[config.mk]
export PLATFORM = sky130hd
export DESIGN_NAME = vga_rect_filler_flat
export DESIGN_NICKNAME = d
export VERILOG_FILES = /design/src/rtl/vga_pkg.sv /design/src/rtl/vga_rect_filler_if.sv /design/src/rtl/rect_clip.sv /design/src/rtl/vga_rect_filler.sv /design/src/flat_wrapper.sv
export SDC_FILE = /design/constraint.sdc
export NUM_CORES = 1
export LEC_CHECK = 0
export ABC_CLOCK_PERIOD_IN_PS = 6100
export BUFFER_PORTS_ARGS = -buffer_cell sky130_fd_sc_hd__buf_2
export CORE_MARGIN = 2
export CORE_UTILIZATION = 60
export CTS_BUF_LIST = sky130_fd_sc_hd__clkbuf_16
export DETAILED_ROUTE_END_ITERATION = 16
export GPL_TIMING_DRIVEN = 0
export PLACE_DENSITY_LB_ADDON = 0.15
export SYNTH_ARGS = -nofsm -noshare
export SYNTH_HDL_FRONTEND = slang
export SYNTH_SLANG_ARGS = --single-unit
[constraint.sdc]
create_clock -name clock -period 6.1 [get_ports clock]
set_input_delay 0.305 -clock clock [delete_from_list [all_inputs] [get_ports clock]]
set_output_delay 0.305 -clock clock [all_outputs]
set_load 0.005 [all_outputs]
[src/rtl/vga_pkg.sv]
// Shared geometry, colour width and FSM encoding for the rectangle fill engine.
package vga_pkg;
    localparam int SCREEN_W   = 160;
    localparam int SCREEN_H   = 120;
    localparam int COLOR_BITS = 15;
    localparam int X_BITS     = 8;
    localparam int Y_BITS     = 7;

    typedef logic [X_BITS-1:0]     x_t;
    typedef logic [Y_BITS-1:0]     y_t;
    typedef logic [COLOR_BITS-1:0] color_t;

    typedef enum logic [1:0] {
        ST_IDLE = 2'd0,
        ST_FILL = 2'd1,
        ST_DONE = 2'd2
    } state_t;
endpackage

[src/rtl/vga_rect_filler_if.sv]
// Request handshake plus pixel bus of the fill engine; master = requester, slave = engine.
interface vga_rect_filler_if;
    import vga_pkg::*;

    logic   start;
    logic   abort;
    x_t     x0;
    y_t     y0;
    x_t     width;
    y_t     height;
    color_t color;
    logic   ready;
    logic   busy;
    logic   done;
    x_t     vga_x;
    y_t     vga_y;
    color_t vga_color;
    logic   vga_plot;

    modport master (
        output start, abort, x0, y0, width, height, color,
        input  ready, busy, done, vga_x, vga_y, vga_color, vga_plot
    );

    modport slave (
        input  start, abort, x0, y0, width, height, color,
        output ready, busy, done, vga_x, vga_y, vga_color, vga_plot
    );
endinterface

[src/rtl/rect_clip.sv]
// Combinational clip of a requested rectangle to the framebuffer: last column/row plus empty flag.
// Sums are one bit wider than the coordinates so x0+width cannot wrap before the min().
module rect_clip
    import vga_pkg::*;
#(
    parameter int SW = SCREEN_W,
    parameter int SH = SCREEN_H
) (
    input  x_t   x0,
    input  y_t   y0,
    input  x_t   width,
    input  y_t   height,
    output x_t   x_last,
    output y_t   y_last,
    output logic empty
);
    logic [X_BITS:0] x_end;
    logic [X_BITS:0] x_lim;
    logic [Y_BITS:0] y_end;
    logic [Y_BITS:0] y_lim;

    always_comb begin
        x_end  = {1'b0, x0} + {1'b0, width};
        y_end  = {1'b0, y0} + {1'b0, height};
        x_lim  = (x_end > (X_BITS+1)'(SW)) ? (X_BITS+1)'(SW) : x_end;
        y_lim  = (y_end > (Y_BITS+1)'(SH)) ? (Y_BITS+1)'(SH) : y_end;
        x_last = X_BITS'(x_lim - (X_BITS+1)'(1));
        y_last = Y_BITS'(y_lim - (Y_BITS+1)'(1));
        empty  = (width == '0) || (height == '0) ||
                 (x0 >= X_BITS'(SW)) || (y0 >= Y_BITS'(SH));
    end
endmodule

[src/rtl/vga_rect_filler.sv]
// Rectangle fill engine: one plot per clock in raster order; first pixel the cycle after acceptance.
// No backpressure toward the adapter; start is only taken in IDLE and never queued.
module vga_rect_filler
    import vga_pkg::*;
#(
    parameter int SCREEN_W_P = SCREEN_W,
    parameter int SCREEN_H_P = SCREEN_H
) (
    input  logic              clock,
    input  logic              resetn,
    vga_rect_filler_if.slave  bus
);
    state_t state, state_nxt;
    x_t     x_org, x_lim;
    y_t     y_lim;
    x_t     pix_x;
    y_t     pix_y;
    color_t pix_color;
    logic   pix_plot;

    x_t     clip_xl;
    y_t     clip_yl;
    logic   clip_empty;
    logic   accept;
    logic   last_px;

    rect_clip #(.SW(SCREEN_W_P), .SH(SCREEN_H_P)) u_clip (
        .x0     (bus.x0),
        .y0     (bus.y0),
        .width  (bus.width),
        .height (bus.height),
        .x_last (clip_xl),
        .y_last (clip_yl),
        .empty  (clip_empty)
    );

    assign accept  = (state == ST_IDLE) && bus.start;
    assign last_px = (pix_x >= x_lim) && (pix_y >= y_lim);

    always_comb begin
        state_nxt = state;
        case (state)
            ST_IDLE: if (bus.start) state_nxt = clip_empty ? ST_DONE : ST_FILL;
            ST_FILL: if (bus.abort || last_px) state_nxt = ST_DONE;
            ST_DONE: state_nxt = ST_IDLE;
            default: state_nxt = ST_IDLE;
        endcase
    end

    always_ff @(posedge clock or negedge resetn) begin
        if (!resetn) state <= ST_IDLE;
        else         state <= state_nxt;
    end

    // The bounds are latched with the request so inputs may change freely during a fill.
    always_ff @(posedge clock or negedge resetn) begin
        if (!resetn) begin
            x_org     <= '0;
            x_lim     <= '0;
            y_lim     <= '0;
            pix_x     <= '0;
            pix_y     <= '0;
            pix_color <= '0;
            pix_plot  <= 1'b0;
        end else if (accept && !clip_empty) begin
            x_org     <= bus.x0;
            x_lim     <= clip_xl;
            y_lim     <= clip_yl;
            pix_x     <= bus.x0;
            pix_y     <= bus.y0;
            pix_color <= bus.color;
            pix_plot  <= 1'b1;
        end else if (state == ST_FILL) begin
            if (bus.abort || last_px) begin
                pix_plot <= 1'b0;
            end else if (pix_x < x_lim) begin
                pix_x <= pix_x + x_t'(1);
            end else begin
                pix_x <= x_org;
                pix_y <= pix_y + y_t'(1);
            end
        end
    end

    assign bus.ready     = (state == ST_IDLE);
    assign bus.busy      = (state == ST_FILL);
    assign bus.done      = (state == ST_DONE);
    assign bus.vga_x     = pix_x;
    assign bus.vga_y     = pix_y;
    assign bus.vga_color = pix_color;
    assign bus.vga_plot  = pix_plot;
endmodule

[src/flat_wrapper.sv]
// flat-port wrapper written by rule: the top's interface ports become plain ports
module vga_rect_filler_flat import vga_pkg::*;
#(
    parameter int SCREEN_W_P = SCREEN_W,
    parameter int SCREEN_H_P = SCREEN_H
)
  (clock, resetn, bus_start, bus_abort, bus_x0, bus_y0, bus_width, bus_height, bus_color, bus_ready, bus_busy, bus_done, bus_vga_x, bus_vga_y, bus_vga_color, bus_vga_plot);
  vga_rect_filler_if bus_i ();
  input  logic clock;
  input  logic resetn;
  input wire logic [$bits(bus_i.start)-1:0] bus_start;
  input wire logic [$bits(bus_i.abort)-1:0] bus_abort;
  input wire logic [$bits(bus_i.x0)-1:0] bus_x0;
  input wire logic [$bits(bus_i.y0)-1:0] bus_y0;
  input wire logic [$bits(bus_i.width)-1:0] bus_width;
  input wire logic [$bits(bus_i.height)-1:0] bus_height;
  input wire logic [$bits(bus_i.color)-1:0] bus_color;
  output wire logic [$bits(bus_i.ready)-1:0] bus_ready;
  output wire logic [$bits(bus_i.busy)-1:0] bus_busy;
  output wire logic [$bits(bus_i.done)-1:0] bus_done;
  output wire logic [$bits(bus_i.vga_x)-1:0] bus_vga_x;
  output wire logic [$bits(bus_i.vga_y)-1:0] bus_vga_y;
  output wire logic [$bits(bus_i.vga_color)-1:0] bus_vga_color;
  output wire logic [$bits(bus_i.vga_plot)-1:0] bus_vga_plot;
  assign bus_i.start = bus_start;
  assign bus_i.abort = bus_abort;
  assign bus_i.x0 = bus_x0;
  assign bus_i.y0 = bus_y0;
  assign bus_i.width = bus_width;
  assign bus_i.height = bus_height;
  assign bus_i.color = bus_color;
  assign bus_ready = bus_i.ready;
  assign bus_busy = bus_i.busy;
  assign bus_done = bus_i.done;
  assign bus_vga_x = bus_i.vga_x;
  assign bus_vga_y = bus_i.vga_y;
  assign bus_vga_color = bus_i.vga_color;
  assign bus_vga_plot = bus_i.vga_plot;
  vga_rect_filler #(.SCREEN_W_P(SCREEN_W_P), .SCREEN_H_P(SCREEN_H_P)) u_core (.clock(clock), .resetn(resetn), .bus(bus_i));
endmodule
Word-level counts from Yosys, hierarchy flattened

Cells that the tools add are included.

Input port bits: 49
Bits in registers: 56
Word-level logic and storage cells: 61

Reduce and logical (&&, ||, !) cells: 17
Muxes and demuxes: 17
$add $sub $neg: 6
$lt $le $gt $ge: 7
Equal/unequal tests: 6

Operators by type and width:

| operator                                                  | count |
|---|---|
| 2-to-1 mux 8 bit                                          | 5 |
| 2-to-1 mux 7 bit                                          | 5 |
| adder 8 x 8 -> 9 bit                                      | 1 |
| > comparator 9 x 8 -> 1 bit (second input constant)       | 1 |
| adder 7 x 7 -> 8 bit                                      | 1 |
| adder 8 x 1 -> 8 bit (second input constant)              | 1 |
| greater-or-equal comparator 8 bit                         | 1 |
| greater-or-equal comparator 8 bit (second input constant) | 1 |
| > comparator 8 x 7 -> 1 bit (second input constant)       | 1 |
| zero test 8 bit                                           | 1 |
| < comparator 8 bit                                        | 1 |
| subtractor 8 x 1 -> 8 bit (second input constant)         | 1 |
| adder 7 x 1 -> 7 bit (second input constant)              | 1 |
| greater-or-equal comparator 7 bit                         | 1 |
| greater-or-equal comparator 7 bit (second input constant) | 1 |
| zero test 7 bit                                           | 1 |
| subtractor 7 x 1 -> 7 bit (second input constant)         | 1 |
| 2-to-1 mux 2 bit                                          | 3 |
| inequality test 2 x 1 -> 1 bit (second input constant)    | 3 |
| AND reduction 2 bit                                       | 3 |
| logical OR 1 bit                                          | 4 |
| case mux 2 bit (2 select lines)                           | 1 |
| nonzero test 2 bit                                        | 2 |
| logical AND 1 bit                                         | 3 |
| other kinds (7)                                           | 9 |

Depth between registers and ports, before layout

Gate-level depths: netlist (run 1).

Depth after elaboration: 8
Mapped depth: 15

Modules after synthesis

A second synthesis (run 1) with hierarchy kept.

Cell total of the unflattened synthesis: 477
Area, all modules: 4,036.4 um2

Modules (own cells, without submodules):

| module          | area an instance (um2) | cells an instance | times used |
|---|---|---|---|
| vga_rect_filler | 2,916.5                | 316               | 1 |
| rect_clip       | 1,119.8                | 161               | 1 |

Worst setup path after synthesis (run 1)

OpenSTA, ideal clock, no wires.

Path kind: input to register
Start: input bus_height[0]
End: register u_core.y_lim[6]
Buffers on the path: 0
Data required time: 6.018 ns
Setup time: 0.082 ns
Path slack: 3.131 ns
Cell stages on the path: 14
Arrival time: 2.888 ns
Path through: ha_1 -> inv_1 -> fa_1 -> nand2b_1 -> a21oi_1 -> o311ai_0 -> a41oi_1 -> nand2b_1 -> ha_1 -> and3_1 -> a31oi_1 -> nor3_1 -> xnor2_1 -> a31oi_1

Cells in the longest elaborated chain, start to end: 6

RTL lines:

| what                                                         | line                  | text |
|---|---|---|
| from (decl)                                                  | flat_wrapper.sv:16    | `input wire logic [$bits(bus_i.height)-1:0] bus_height;` |
| branches (longest 6 deep; another with adder 7 x 7 -> 8 bit) | n/a                   |  |
| to (signal assigned)                                         | vga_rect_filler.sv:68 | `y_lim <= clip_yl;` |
| to (decl)                                                    | vga_rect_filler.sv:15 | `y_t y_lim;` |

Several ways; the timed one is not identified.
A chain may end at the register's enable or synchronous reset.

Final worst setup path (run 1)

Ends and elaborated chain as after synthesis.

==> results of run 1 <==
routing by layer:
layer | vias to the layer above | part of all wire, % | track usage [%]
met5 | - | 0 | 0
met4 | 0 | 1.4 | 7.36
met3 | 12 | 6.2 | 5.21
met2 | 128 | 46 | 43.8
met1 | 1748 | 46 | 38.4
li1 | 1822 | - | -
worst max-delay path: stages:
cell and delay, ns:
buf_2 0.10, ha_1 0.16, inv_1 0.05, fa_1 0.44
nand2b_1 0.19, a21oi_1 0.23, o311ai_0 0.29, a41oi_1 0.43
nand2b_1 0.11, ha_1 0.28, and3_1 0.17, a31oi_1 0.26
nor3_1 0.10, xnor2_1 0.14, a31oi_1 0.18
power breakdown:
group / internal [W] / switching, W
Sequential: 0.000548 / 0.000140
Combinational: 0.000471 / 0.000590
Clock: 0.000192 / 0.000128
Total: 0.00121 / 0.000858
stage by stage:
step / power, W / cells / utilization (%)
4_1_cts: 0.00207 / 631 / 72.7
5_1_grt: 0.00225 / 631 / 72.7
6_report: 0.00207 / 631 / 72.7
3_5_place_dp: 0.00174 / 623 / 70.1
3_3_place_gp: 0.00169 / 623 / 70.1
2_1_floorplan: 0.00141 / 464 / -
kinds of logic after synthesis:
kind of cell | count (synthesis)
mux | 8
buf+inv | 47
flops | 56
fa+ha+maj | 36
compound gates | 113
simple gates | 183
xor+xnor | 21
area by class of cell:
| cell class | count | area [um^2] | area share [%] |
|---|---|---|---|
| Multi-Input combinational cell | 361 | 2340 | 51.0 |
| Sequential cell | 56 | 1400 | 30.6 |
| Timing Repair Buffer | 82 | 410 | 8.95 |
| Tap cell | 77 | 96.3 | 2.10 |
| Clock buffer | 5 | 125 | 2.73 |
| Clock inverter | 3 | 38.8 | 0.846 |
| Inverter | 32 | 120 | 2.62 |
| Buffer | 15 | 57.6 | 1.25 |
layout by cell type, fill, tap and decap left out, types with 2 or more instances in the layout:
cell type	netlist	routed
buf_2	1	83
nand2_1	81	81
dfrtp_1	56	56
nor2_1	34	34
ha_1	34	34
inv_1	32	33
o21ai_0	28	28
a21oi_1	15	15
a21o_1	14	14
nand3_1	14	14
clkbuf_1	14	14
xnor2_1	13	13
a31oi_1	13	13
nand2b_1	9	9
nor3_1	9	9
xor2_1	8	8
o21a_1	7	7
mux2i_1	7	7
and2_1	6	6
o211ai_1	6	6
nor2b_1	5	5
or3_1	5	5
nor4_1	5	5
clkbuf_16	0	5
o31ai_1	4	4
nand4_1	4	4
a211oi_1	3	3
or2_2	3	3
and3_1	3	3
o22ai_1	3	3
a221oi_1	2	2
o311ai_0	2	2
a41oi_1	2	2
o221a_2	2	2
a211o_1	2	2
fa_1	2	2
state kept, by name (all words and copies together), names as in the netlist:
signal,count
u_core.bus.vga_color,15
u_core.bus.vga_x,8
u_core.x_lim,8
u_core.x_org,8
u_core.bus.vga_y,7
u_core.y_lim,7
u_core.state,2
u_core.bus.vga_plot,1
cell usage after synthesis (all sizes together), types with 5 or more instances:
cell,instances,share of area [%]
inv,32,3.1
o21a,7,1.3
and2,6,0.96
or3,5,0.80
xnor2,13,2.9
nand2b,9,1.4
nor3,9,1.2
nand2,81,7.8
o21ai,28,3.6
nor4,5,0.80
a21oi,15,1.9
nor2b,5,0.80
ha,34,11
clkbuf,14,1.3
xor2,8,1.8
nor2,35,3.4
mux2i,7,1.8
nand3,14,1.8
o211ai,6,1.2
a21o,14,2.7
dfrtp,56,36
a31oi,13,2.1
final timing paths:
path,start,to,slack (ns),depth (start not counted)
min in group asynchronous,resetn,u_core.bus.vga_color[4]$_DFFE_PN0P_,0.27,1
max in group asynchronous,resetn,u_core.bus.vga_x[5]$_DFFE_PN0P_,5.09,1
min reg2reg,u_core.bus.vga_color[3]$_DFFE_PN0P_,u_core.bus.vga_color[3]$_DFFE_PN0P_,0.47,2
max reg2reg,u_core.bus.vga_x[0]$_DFFE_PN0P_,u_core.bus.vga_x[7]$_DFFE_PN0P_,3.23,11
min,bus_color[11],u_core.bus.vga_color[11]$_DFFE_PN0P_,0.19,3
max,bus_height[0],u_core.y_lim[6]$_DFFE_PN0P_,2.87,15
==> out/metrics.csv, run 1 <==
metric,value,unit
worst_slack,2.87,ns
ant_nets,0,
hpwl,7.47,mm
avgSynthCellArea,8.44,um^2
drc_errors,0,
holdWs,0.195,ns
grt_max_degree,57,
clockBufferDepth,2,
drive_above_1_share,18.1,%
cts.repair.resized,0,
numPortBuffers,82,
cts_setup_buffers,0,
status,"complete, no violations",
worstPathArrival,3.44,ns
clock_sinks,56,
max_slew_margin,18.5,%
fp.dieW,84.8,um
drt_iter0_drc,151,
synth_top_family_by_area,simple AND/OR/NAND/NOR gates,
synth_fa_ha_area_share,11.9,%
cts_tree,built,
core_area,0.00631,mm^2
finalHoldViolCount,0,
p_per_area,451,mW/mm^2
yosysSeqAreaShare,35.8,%
syn_nets,549,
slew_viol_final,0,
fin_area,0.00459,mm^2
finalCritPeriodShare,52.9,%
yosysUniqueCellTypes,51,
yosys.area_share.simple,21.3,%
path_class,input pin to flop,
crit_path_end_kind,flop,
fin_skew,0.00701,ns
grtUsageTotal,27.4,%
async_flop_share,100,%
cts_buffers,5,
gp_congestion,0.862,
die_h,84.8,um
cts_hold_buf,0,
hp-class,input pin to flop,
synth_edf_count,0,
diodes,0,
rows,29,
worstMarginPinSlew,1.22,ns
pre_cts_slack,2.64,ns
cts-root-buf,clkbuf_16,
p_leak,2.33,nW
synth_xor_area_share,4.70,%
synth_area,0.00392,mm^2
num_vias,3710,
antenna_found_initial,0,
clk_pin_slew,0.07,ns
ys_seq_elements,56,
synthCells,464,
grt_setup_unrepaired,false,
drt_wl_total,9.60,mm
grt_pass1_vias,3444,
dieArea,0.00719,mm^2
drtPass1Iterations,5,
cp-start-kind,input pin,
area_growth,17.1,%
io_pins,83,
critPathMaxFanout,5,
ir_drop,0.305,mV
yosys_warnings,0,
grt_pass1_wl,15.9,mm
synth_compound_area_share,19.7,%
post_drt_via_cell_ratio,5.88,
placed_cell_area,0.00442,mm^2
grt-ovfl-total,0,
fin_setup_tns,0,ns
synthMuxAreaShare,2.08,%
min_period,3.23,ns
start_util,62.0,%
fmax,0.310,GHz
fin_nets,638,
max-cap-violations,0,
clk-insertion-delay-late,0.30,ns
htreeDepth,2,
wl_per_cell,15.2,um
synth_ff_type,dfrtp_1,
setup_viol,0,
crit_required,6.32,ns
fillers,507,
(Power assumes the default switching activity.)
==> run 2: changes to the inputs <==
--- a/config.mk
+++ b/config.mk
@@ -5,10 +5,10 @@
 export SDC_FILE = /design/constraint.sdc
 export NUM_CORES = 1
 export LEC_CHECK = 0
-export ABC_CLOCK_PERIOD_IN_PS = 6100
+export ABC_CLOCK_PERIOD_IN_PS = 2900
 export BUFFER_PORTS_ARGS = -buffer_cell sky130_fd_sc_hd__buf_2
 export CORE_MARGIN = 2
-export CORE_UTILIZATION = 60
+export CORE_UTILIZATION = 50
 export CTS_BUF_LIST = sky130_fd_sc_hd__clkbuf_16
 export DETAILED_ROUTE_END_ITERATION = 16
 export GPL_TIMING_DRIVEN = 0
==> constraint.sdc (replaced) <==
create_clock -name clock -period 2.9 [get_ports clock]
set_input_delay 0.145 -clock clock [delete_from_list [all_inputs] [get_ports clock]]
set_output_delay 0.145 -clock clock [all_outputs]
set_load 0.005 [all_outputs]
==> out/metrics.csv, run 2 (same netlist as run 1, synthesis figures left out) <==
metric,value,unit,change
area_growth,20.6,%,was 17.1%
min_from,bus_color[9],,was bus_color[11]
final_util,61.8,%,was 72.7%
worstMarginPinSlew,0.697,ns,was 1.22 ns
grt_max_degree,57,,unchanged
finalCritPeriodShare,94.9,%,
drt_wl_total,9.83,mm,was 9.60 mm
drtPass1Iterations,4,,was 5
clk-insertion-delay-late,0.29,ns,was 0.30 ns
wl_per_cell,14.9,um,was 15.2 um
gr-usage-met3,3.50,%,was 5.21%
post_drt_via_cell_ratio,5.54,,was 5.88
final_cells,660,,was 631
critPathMaxFanout,10,,was 5
ant_nets,0,,unchanged
fmax,0.363,GHz,
max-cap-violations,0,,unchanged
dp_cells,648,,was 623
gp_congestion,0.874,,was 0.862
crit_required,3.06,ns,was 6.32 ns
max_slew_margin,53.5,%,was 18.5%
clockBufferDepth,2,,unchanged
status,"complete, no violations",,unchanged
num_vias,3654,,was 3710
finalPower,0.00431,W,was 0.00207 W
core_area,0.00765,mm^2,was 0.00631 mm^2
comb_power_share,53.0,%,was 51.3%
cts_buffers,5,,unchanged
ir_drop,0.380,mV,was 0.305 mV
path_class,flop to flop,,was input pin to flop
p_leak,2.36,nW,was 2.33 nW
r2r_end,u_core.bus.vga_x[4]$_DFFE_PN0P_,,was u_core.bus.vga_x[7]$_DFFE_PN0P_
final_cell_mix,"buf_2, nand2_1, dfrtp_1",,unchanged
crit_path_end_kind,flop,,unchanged
htreeDepth,2,,unchanged
fin_skew,0.00447,ns,was 0.00701 ns
p_seq_share,33.7,%,was 33.3%
drt_iter0_drc,103,,was 151
dieArea,0.00856,mm^2,was 0.00719 mm^2
drc_errors,0,,unchanged
grt_setup_unrepaired,false,,unchanged
placed_cell_area,0.00445,mm^2,was 0.00442 mm^2
rows,32,,was 29
r2r_cells,11,,unchanged
antenna_found_initial,0,,unchanged
net-switching-power,0.00182,W,was 0.000858 W
cp-start-kind,flop,,was input pin
min_period,2.75,ns,
start_util,51.2,%,was 62.0%
reg2reg_slack,0.15,ns,was 3.23 ns
grtUsageTotal,23.6,%,was 27.4%
diodes,0,,unchanged
grt_pass1_vias,3453,,was 3444
fp.dieW,92.5,um,was 84.8 um
clkPwrFrac,13.3,%,was 15.4%
setup_viol,0,,unchanged
p_per_area,912,mW/mm^2,was 451 mW/mm^2
pre_cts_slack,-0.456,ns,was 2.64 ns
worst_slack,0.147,ns,was 2.87 ns
clock_sinks,56,,unchanged
fin_nets,643,,was 638
grt-ovfl-total,0,,unchanged
globalRouteMet1Util,32.0,%,was 38.4%
cts_tree,built,,unchanged
hpwl,7.60,mm,was 7.47 mm
io_pins,83,,unchanged
numPortBuffers,82,,unchanged
drive_above_1_share,21.3,%,was 18.1%
clk_pin_slew,0.07,ns,about the same
timing.rr.start,u_core.bus.vga_x[0]$_DFFE_PN0P_,,unchanged
hp-class,input pin to flop,,unchanged
grt_pass1_wl,16.4,mm,was 15.9 mm
worstPathArrival,2.91,ns,was 3.44 ns
grtUsageMet2,38.7,%,was 43.8%
cts-root-buf,clkbuf_16,,unchanged
fin_area,0.00472,mm^2,was 0.00459 mm^2
whs_path_depth,3,,unchanged
largest_register_ffs,15,,unchanged
hold-path-endpoint,u_core.bus.vga_color[9]$_DFFE_PN0P_,,was u_core.bus.vga_color[11]$_DFFE_PN0P_
p_int,0.00249,W,was 0.00121 W
slew_viol_final,0,,unchanged
finalHoldViolCount,0,,unchanged
busiest_layer,met2,,unchanged
layout_commonest_cell,buf_2,,unchanged
die_h,92.5,um,was 84.8 um
switching_share,42.2,%,was 41.5%
-- run 2: changes by cell type in the layout (fill, tap and decap cells not counted), sizes merged --
| cell | before | now |
|---|---|---|
| clkbuf | 19 | 18 |
| bufinv | 1 | 0 |
| dlygate4sd3 | 0 | 1 |
| buf | 83 | 88 |
-- run 2: what timing repair did --
item | CTS | global route
buffers inserted | 0 | 4
pin swaps | 0 | 6
endpoints found under the hold margin | 0 | 56
gates resized for setup | 4 | 18
hold buffers | 0 | 1
setup endpoints to repair | 6 | 15
-- run 2: final cells by class --
class	instances	area [um^2]
clock inverter	2	8.76
clock buffer	5	125
tap	102	128
buffer	15	60.1
timing repair buffer	87	453
inverter	32	120
multi-input combinational	361	2430
sequential	56	1400
fill	701	2920
-- run 2: power by group through the flow --
| stage | clock network (W) | registers, W | logic [W] |
|---|---|---|---|
| finish | 0.000574 | 0.00145 | 0.00229 |
| CTS | 0.000586 | 0.00145 | 0.00224 |
| global route | 0.000619 | 0.00150 | 0.00260 |
| global placement | 0 | 0.00144 | 0.00215 |
| floorplan | 0 | 0.00142 | 0.00154 |
| detailed placement | 0 | 0.00146 | 0.00221 |
-- run 2: through the flow --
step                      hold slack [ns]  setup TNS [ns]
after floorplan                    -0.151               0
after global placement              0.335           -1.59
after detailed placement            0.340           -1.88
after CTS                          0.0403               0
after global routing               0.0419               0
final                              0.0424               0
-- run 2: critical path: stages (launching register included) --
cell and delay (ns):
dfrtp_1 0.45, inv_1 0.09, ha_1 0.29, nand2b_1 0.14
a21o_1 0.18, a211o_1 0.34, a2111oi_4 0.37, nor2_2 0.10
clkbuf_2 0.23, buf_2 0.24, nand3_1 0.10, o211ai_1 0.09
-- run 2: worst max path at each step --
| stage | start | endpoint | cells past startpoint |
|---|---|---|---|
| final | u_core.bus.vga_x[0]$_DFFE_PN0P_ | u_core.bus.vga_x[4]$_DFFE_PN0P_ | 11 |
| after global routing | u_core.bus.vga_x[0]$_DFFE_PN0P_ | u_core.bus.vga_x[7]$_DFFE_PN0P_ | 11 |
| after CTS | bus_height[0] | u_core.y_lim[6]$_DFFE_PN0P_ | 15 |
| after detailed placement | bus_height[0] | u_core.y_lim[6]$_DFFE_PN0P_ | 15 |
| after global placement | bus_height[0] | u_core.y_lim[6]$_DFFE_PN0P_ | 15 |
| after floorplan | bus_height[0] | u_core.y_lim[6]$_DFFE_PN0P_ | 14 |
-- run 2: layer usage --
metal | vias to the layer above | part of all wire [%] | wire [um]
met5 | - | 0 | 0
met4 | 0 | 1.8 | 180
met3 | 18 | 4.8 | 472
met2 | 97 | 46 | 4560
met1 | 1712 | 47 | 4620
li1 | 1827 | - | -
==> run 3: changes to the inputs <==
==> constraint.sdc (replaced) <==
create_clock -name clock -period 2.9 [get_ports clock]
set_input_delay 0.29 -clock clock [delete_from_list [all_inputs] [get_ports clock]]
set_output_delay 0.29 -clock clock [all_outputs]
set_load 0.005 [all_outputs]
==> out/metrics.csv, run 3 (same netlist as run 1, synthesis figures left out) <==
metric,value,unit,change
grt_pass1_wl,16.2,mm,was 16.4 mm
post_drt_via_cell_ratio,5.52,,was 5.54
fillers,658,,was 701
diodes,0,,unchanged
start_util,51.2,%,unchanged
grt-ovfl-total,0,,unchanged
cts_tree,built,,unchanged
numPortBuffers,82,,unchanged
cp_cell_sequence,"inv_1, ha_1, nand2b_1, a21o_1, a211o_1, a2111oi_4, nor2_2, or4_1, a31oi_1",,"was inv_1, ha_1, nand2b_1, a21o_1, a211o_1, a2111oi_4, nor2_2, clkbuf_2, buf_2, nand3_1, o211ai_1"
crit_path_end_kind,flop,,unchanged
clock_sinks,56,,unchanged
drt_wl_total,9.85,mm,was 9.83 mm
die_h,92.5,um,unchanged
drive_above_1_share,23.2,%,was 21.3%
clk-insertion-delay-late,0.29,ns,about the same
max_slew_margin,54.6,%,was 53.5%
wl_per_cell,14.8,um,was 14.9 um
htreeDepth,2,,unchanged
hpwl,7.49,mm,was 7.60 mm
finalHoldViolCount,0,,unchanged
largest_register_ffs,15,,unchanged
path_class,flop to flop,,unchanged
dieArea,0.00856,mm^2,unchanged
grtUsageTotal,23.5,%,was 23.6%
crit_required,3.11,ns,was 3.06 ns
wl_met2,4.53,mm,was 4.56 mm
wl_met3,487,um,was 472 um
worstMarginPinSlew,0.681,ns,was 0.697 ns
grt_pass1_vias,3491,,was 3453
setup_viol,0,,unchanged
ant_nets,0,,unchanged
p_per_area,963,mW/mm^2,was 912 mW/mm^2
cp-start-kind,flop,,unchanged
io_pins,83,,unchanged
drc_errors,0,,unchanged
max_stage_delay,0.52,ns,was 0.45 ns
cts_buffers,5,,unchanged
gp_congestion,0.847,,was 0.874
area_growth,24.1,%,was 20.6%
clk_pin_slew,0.07,ns,about the same
p_leak,2.42,nW,was 2.36 nW
fin_nets,648,,was 643
clockBufferDepth,2,,unchanged
cp_slowest_cell,or4_1,,was dfrtp_1
ir_drop,0.466,mV,was 0.380 mV
grt_max_degree,57,,unchanged
fmax,0.357,GHz,was 0.363 GHz
max-cap-violations,0,,unchanged
status,"complete, no violations",,unchanged
worstPathArrival,3.01,ns,was 2.91 ns
rows,32,,unchanged
worst_slack,0.0988,ns,was 0.147 ns
pre_cts_slack,-0.374,ns,was -0.456 ns
min_period,2.80,ns,was 2.75 ns
final_util,63.5,%,was 61.8%
critPathMaxFanout,4,,was 10
hp-class,input pin to async pin,,was input pin to flop
grt_setup_unrepaired,true,,was false
finalCritPeriodShare,96.6,%,was 94.9%
drtPass1Iterations,5,,was 4
fin_skew,0.00827,ns,was 0.00447 ns
final_cell_mix,"buf_2, nand2_1, dfrtp_1",,unchanged
core_area,0.00765,mm^2,unchanged
fp.dieW,92.5,um,unchanged
num_vias,3677,,was 3654
drt_iter0_drc,162,,was 103
slew_viol_final,0,,unchanged
cts-root-buf,clkbuf_16,,unchanged
antenna_found_initial,0,,unchanged
top_layer,met4,,unchanged
layout_commonest_cell,buf_2,,unchanged
m1WireLength,4.69,mm,was 4.62 mm
## run 3: changes by cell type in the layout (fill, tap and decap cells not counted), sizes merged
cell	before	now
inv	33	32
bufinv	0	3
clkbuf	18	17
clkinv	1	0
buf	88	95
dlygate4sd3	1	0
## run 3: path summary, 6_finish.rpt
check,start,to,slack (ns),depth (start not counted)
hold / removal,resetn,u_core.bus.vga_color[4]$_DFFE_PN0P_,0.04,1
min in group clock,bus_color[6],u_core.bus.vga_color[6]$_DFFE_PN0P_,0.18,3
max in group asynchronous,resetn,u_core.bus.vga_y[5]$_DFFE_PN0P_,2.41,1
setup / recovery,u_core.bus.vga_x[0]$_DFFE_PN0P_,u_core.bus.vga_y[5]$_DFFE_PN0P_,0.1,9
setup reg to reg,u_core.bus.vga_x[0]$_DFFE_PN0P_,u_core.bus.vga_y[5]$_DFFE_PN0P_,0.1,9
hold reg to reg,u_core.bus.vga_color[4]$_DFFE_PN0P_,u_core.bus.vga_color[4]$_DFFE_PN0P_,0.47,2
## run 3: routing by layer
metal  global-route usage, %  vias up
met2                    38.3      115
met3                    3.01       10
li1                        -     1837
met1                    33.1     1715
met4                    6.09        0
met5                       0        -
## run 3: layout make-up
class	count	area (um^2)	area share (%)
Buffer	15	60.1	1.24
Clock buffer	5	125	2.58
Clock inverter	3	90.1	1.85
Inverter	32	120	2.47
Multi-Input combinational cell	361	2450	50.3
Sequential cell	56	1400	28.8
Tap cell	102	128	2.63
Timing Repair Buffer	92	488	10.0
## run 3: power breakdown
part / switching, W / internal [W]
clock network: 0.000276 / 0.000582
registers: 0.000285 / 0.00115
logic: 0.00131 / 0.00107
## run 3: what timing repair did
action                                  4_1_cts  5_1_grt
setup buffers                                 2        8
pin swaps                                     3        9
endpoints found under the setup margin        6       16
hold buffers                                  0        0
resized for setup                             8       15
## run 3: per-stage QoR
stage / power (W) / instance area (um^2) / setup TNS [ns] / hold WS, ns / cells
after global placement: 0.00360 / 4470 / -1.39 / 0.452 / 648
after CTS: 0.00458 / 4740 / 0 / 0.182 / 658
after floorplan: 0.00297 / 3930 / 0 / -0.00559 / 464
final: 0.00468 / 4860 / 0 / 0.0353 / 666
after detailed placement: 0.00370 / 4470 / -1.79 / 0.457 / 648
after global routing: 0.00507 / 4860 / -0.0590 / 0.113 / 666
## run 3: worst max-delay path, delay by kind of cell, from the launching register on
family / cells / cell delay (ns)
buffers and inverters: 1 / 0.07
AO/OA/AOI/OAI: 4 / 1.17
flip-flops: 1 / 0.39
AND/OR/NAND/NOR: 3 / 0.77
adder cells (fa/ha/maj): 1 / 0.29
